File: config.mk
export PLATFORM = sky130hd
export DESIGN_NAME = poly_horner_seq
export DESIGN_NICKNAME = d
export VERILOG_FILES = /design/src/rtl/poly_horner_seq.sv
export SDC_FILE = /design/constraint.sdc
export NUM_CORES = 2
export LEC_CHECK = 0
export CORE_MARGIN = 5
export CORE_UTILIZATION = 60
export DETAILED_ROUTE_END_ITERATION = 16
export GPL_TIMING_DRIVEN = 0
export HOLD_SLACK_MARGIN = 0.02
export PLACE_DENSITY = 0.87
export SLEW_MARGIN = 20
export SYNTH_ARGS = -nofsm -noshare
export SYNTH_HDL_FRONTEND = slang
export SYNTH_SLANG_ARGS = --single-unit
File: constraint.sdc
create_clock -name in_clock -period 14.5 [get_ports in_clock]
set_input_delay 1.45 -clock in_clock [delete_from_list [all_inputs] [get_ports in_clock]]
set_output_delay 1.45 -clock in_clock [all_outputs]
set_load 0.05 [all_outputs]
File: src/rtl/poly_horner_seq.sv
// poly_horner_seq: sequential Horner-rule polynomial evaluator with stream handshakes
module poly_horner_seq #(
  parameter int DATA_W = 16,
  parameter int DEGREE = 3,
  parameter int COEF_W = 8,
  parameter logic [(DEGREE+1)*COEF_W-1:0] COEFS = {8'd1, 8'd2, 8'd1, 8'd1},
  parameter int OUT_W = 48
) (
  input  logic              in_clock,
  input  logic              in_reset,
  input  logic              axis_s_tvalid,
  output logic              axis_s_tready,
  input  logic [DATA_W-1:0] axis_s_tdata,
  output logic              axis_m_tvalid,
  input  logic              axis_m_tready,
  output logic [OUT_W-1:0]  axis_m_tdata,
  output logic              axis_m_tuser,
  output logic              busy
);
  localparam int SW = OUT_W + DATA_W + 1;
  typedef enum logic [1:0] {IDLE, CALC, OUT} state_t;
  state_t state;
  logic [OUT_W-1:0] acc;
  logic [DATA_W-1:0] x;
  logic [3:0] cnt;
  logic [3:0] idx;
  logic ovf;
  logic [COEF_W-1:0] coef;
  logic [SW-1:0] step;
  logic step_ovf;
  assign axis_s_tready = state == IDLE;
  assign axis_m_tvalid = state == OUT;
  assign busy = state != IDLE;
  // one Horner multiply-add, wide enough that the carry-out above OUT_W is never lost
  always_comb begin
    idx = cnt - 4'd1;
    coef = COEF_W'(COEFS >> (int'(idx) * COEF_W));
    step = SW'(acc) * SW'(x) + SW'(coef);
    step_ovf = |step[SW-1:OUT_W];
  end
  // control FSM; result registers only change when a new result completes
  always_ff @(posedge in_clock) begin
    if (in_reset) begin
      state <= IDLE;
      acc <= '0;
      x <= '0;
      cnt <= '0;
      ovf <= 1'b0;
      axis_m_tdata <= '0;
      axis_m_tuser <= 1'b0;
    end else begin
      case (state)
        IDLE: if (axis_s_tvalid) begin
          x <= axis_s_tdata;
          acc <= OUT_W'(COEFS[DEGREE*COEF_W +: COEF_W]);
          ovf <= 1'b0;
          cnt <= 4'(DEGREE);
          state <= CALC;
        end
        CALC: begin
          acc <= step[OUT_W-1:0];
          ovf <= ovf | step_ovf;
          cnt <= idx;
          if (cnt == 4'd1) begin
            state <= OUT;
            axis_m_tdata <= step[OUT_W-1:0];
            axis_m_tuser <= ovf | step_ovf;
          end
        end
        OUT: if (axis_m_tready) state <= IDLE;
        default: state <= IDLE;
      endcase
    end
  end
endmodule

==> metrics.md <==
| Metric | Value |
|---|---|
| Psw | 0.376 mW |
| Core outline area | between 0.04 and 0.05 mm^2 |
| Wl on met1 | ~33 mm |
| Via Count | 25,728 |
| Iteration-0 DRC Markers | ~2,600 |
| Final total negative setup slack | 0 ps |
| Unrepaired setup endpoints after global routing | false |
| NumNets Final | 4,501 |
| Worst flop-to-flop path startpoint | x[12] |
| Crit Path Category | reg2reg |
| Hold Fails Final Rpt | 0 |
| Pins over their slew limit | 0 |
| Post-CTS Setup Inserts | 0 |
| Setup ws final | around 5300 ps |
| Final setup fails | 0 |
| Combinational share of power | 0.207 |
| Data required time at the worst endpoint | 14,810 ps |
| Initial DRT Pass Iterations | 7 |
| Hold Path End | axis_m_tdata[7] |
| Max Cap Viol | 0 |
| Reg-to-Reg End | axis_m_tuser |
| Worst R2R Path Depth | 23 |
| Worst VDD drop | 0.0890 mV |
| Worst EP arrival | 9490 ps |
| Netlist cell types | just over 70 |
| DR WL met2 | about 42 mm |
| Mean post-synth cell area | 8.40 um^2 |
| TritonCTS clock tree | done |
| Tmin final | about 9000 ps |
| Largest area contributor in the netlist | fa_1 |
| Status | complete, no violations |
| Yosys top cell area share | 0.432 |
| CP Max Fanout | 10 |
| Drt via density | 5.95 |
| Mapped Cells | 3,559 |
| Post-synth EDFFs | 0 |
| Area delta synth->final | 7.17% |
| HPWL after DPL | 78.8 mm |
| Share of layout cells above drive strength 1 | 0.0145 |
| I/O pins | 72 |
| Die Ht | 233 um |
| First-pass GRT wire length | between 100 and 150 mm |
| Seq pwr share | 0.348 |
| Setup Skew | between 15 and 20 ps |
| Clk_lat worst skew | roughly 450 ps |
| Asr flop ratio synth | 0 |
| Number of global-route vias before repair | 27,080 |
| R2R setup slack | 5320 ps |
| Post-Syn Area | roughly 0.03 mm^2 |
| Post-Place Setup Slack | around 5700 ps |
| Hold Buf Count CTS | 0 |
| Net count after synthesis | between 4,000 and 5,000 |
| # DRC | 0 |
| Gr usage total | 0.359 |
| Sw Share | 0.374 |
| Pin count of the biggest net entering global routing | 17 |
| CP startpoint | x[12] |
| Drt total wl | roughly 96 mm |
| Total gr overflow | 0 |
| Yosys reg bits | 120 |
| Final hold slack | 455 ps |
| Final core utilization | 0.651 |
| Root Buffer | clkbuf_16 |
| Worst slew pin tran | roughly 1000 ps |
| Fmax | between 100 and 150 MHz |
| Hold depth | 2 |
| GPL Wtd Cong | around 1.0 |
| H-tree Lvls | 4 |
| Top routing layer in use | met5 |
| Die W | between 200 and 250 um |
| CTS Sinks | 120 |
| Post-cts resize count | 0 |
| Hold Path Origin | axis_m_tdata[7] |
| Power Density | between 30 and 40 mW/mm^2 |
| Largest cells by area after synthesis | fa_1 (43%), inv_1 (9.4%), and2_1 (8.1%) |
| P_int | between 0.6 and 0.7 mW |
| Initial antenna violation count | 7 |
| CTS clock-pin slew for the worst setup and hold paths | ~70 ps |
| Number of routed nets with antenna violations | 0 |
| Prevailing post-synth register cell | dfxtp_1 |
| CP endpoint kind | flop |
| Slew Limit Headroom | 0.301 |
| Clk pwr share | 0.445 |
| Clock Path Buffers | 2 |
| Hold Path Class | reg2reg |
| WL per Instance | ~22 um |
| Die area | around 0.054 mm^2 |
| Fin crit share | 0.633 |
| I/O Buffers | 70 |
| Site Rows | about 80 |
| Yosys warnings | 0 |
| Num CTS Buffers | 17 |
| Initial Util | 0.608 |
| Pleak | roughly 15 nW |
| Routed wl met3 | roughly 11 mm |
| Sequential fraction of the synthesis area | 0.0804 |
| Startpoint class of the critical path | flop |
logic make-up (layout without fill, tap and decap cells):
group	count (synthesis)	count (layout)	share of synthesized area
AOI/OAI and AO/OA	358	358	0.0740
DFF	120	120	0.0804
muxes	2	2	0.000712
buffers and inverters	961	1063	0.121
xor gates and xnor gates	48	48	0.0141
adders and majority gates	833	833	0.511
and+or+nand+nor	1237	1237	0.199
other	0	2	0
cell usage in the layout, fill, tap and decap left out, types with 6 or more instances in the layout:
| master | n |
|---|---|
| a211oi_1 | 12 |
| a21o_1 | 19 |
| a21oi_1 | 181 |
| a221oi_1 | 6 |
| a22oi_1 | 9 |
| a31oi_1 | 6 |
| and2_1 | 385 |
| buf_1 | 12 |
| clkbuf_1 | 197 |
| clkbuf_16 | 17 |
| clkdlybuf4s50_1 | 70 |
| dfxtp_1 | 120 |
| fa_1 | 645 |
| ha_1 | 188 |
| inv_1 | 750 |
| nand2_1 | 622 |
| nand3_1 | 47 |
| nand4_1 | 32 |
| nor2_1 | 75 |
| nor2b_1 | 6 |
| nor3_1 | 22 |
| o211ai_1 | 6 |
| o21a_1 | 16 |
| o21ai_0 | 49 |
| o21bai_1 | 6 |
| o22ai_1 | 7 |
| or3_1 | 8 |
| xnor2_1 | 28 |
| xor2_1 | 20 |
registers in the layout, summed over array words and instances, names as in the netlist:
signal	flops
acc	48
ovf	1
cnt	4
axis_m_tuser	1
axis_m_tdata	48
x	16
state	2
critical path, cell delays in order, from the launching register on:
cell	delay (ps)
dfxtp_1	500
clkbuf_1	680
clkbuf_1	690
nand2_1	170
fa_1	520
inv_1	50
fa_1	560
fa_1	430
fa_1	470
fa_1	490
inv_1	50
fa_1	670
inv_1	80
ha_1	380
a21oi_1	320
o21ai_0	350
a211oi_1	390
o21ai_1	260
a211oi_1	470
nor3_1	100
nor4_1	310
or4b_1	550
nor4_1	400
a211oi_1	140
power groups by stage:
stage,sequential (mW),clock (mW),combinational [mW]
2_1_floorplan,0.353,0,0.103
3_3_place_gp,0.355,0,0.190
3_5_place_dp,0.356,0,0.194
4_1_cts,0.348,0.441,0.195
5_1_grt,0.349,0.459,0.213
6_report,0.349,0.448,0.208
final cells by class:
| type | instances | area (um^2) |
|---|---|---|
| Antenna cell | 2 | 5.00 |
| Timing Repair Buffer | 70 | 701 |
| Clock buffer | 17 | 425 |
| Buffer | 211 | 795 |
| Fill cell | 4032 | 17100 |
| Tap cell | 664 | 831 |
| Clock inverter | 15 | 180 |
| Inverter | 750 | 2820 |
| Sequential cell | 120 | 2400 |
| Multi-Input combinational cell | 2478 | 23900 |
cells in the mapped netlist (20+ instances only):
library cell,number
xnor2_1,28
nand4_1,32
nand3_1,47
fa_1,645
o21ai_0,49
inv_1,750
xor2_1,20
a21oi_1,181
ha_1,188
nand2_1,622
dfxtp_1,120
and2_1,385
nor3_1,22
clkbuf_1,197
nor2_1,75
metrics by stage:
step                      area [um^2]  instances  power, mW
final                           32000       4327       1.01
after global routing            32000       4326       1.02
after CTS                       32000       4325      0.985
after global placement          31400       4293      0.545
after floorplan                 29900       3559      0.456
after detailed placement        31400       4293      0.550
worst max-delay path by stage:
stage,depth (start not counted),slack [ps],to
2_1_floorplan,25,7500,ovf
5_1_grt,24,5180,axis_m_tuser
3_3_place_gp,25,5740,axis_m_tuser
4_1_cts,25,5640,axis_m_tuser
3_5_place_dp,25,5680,axis_m_tuser
6_report,23,5320,axis_m_tuser
routing by layer:
layer / GRT usage / vias to the layer above
li1: - / 10811
met1: 0.427 / 12741
met2: 0.556 / 1640
met3: 0.109 / 532
met4: 0.258 / 4
met5: 0 / -
Note: power is estimated with default switching activity, not from simulation.
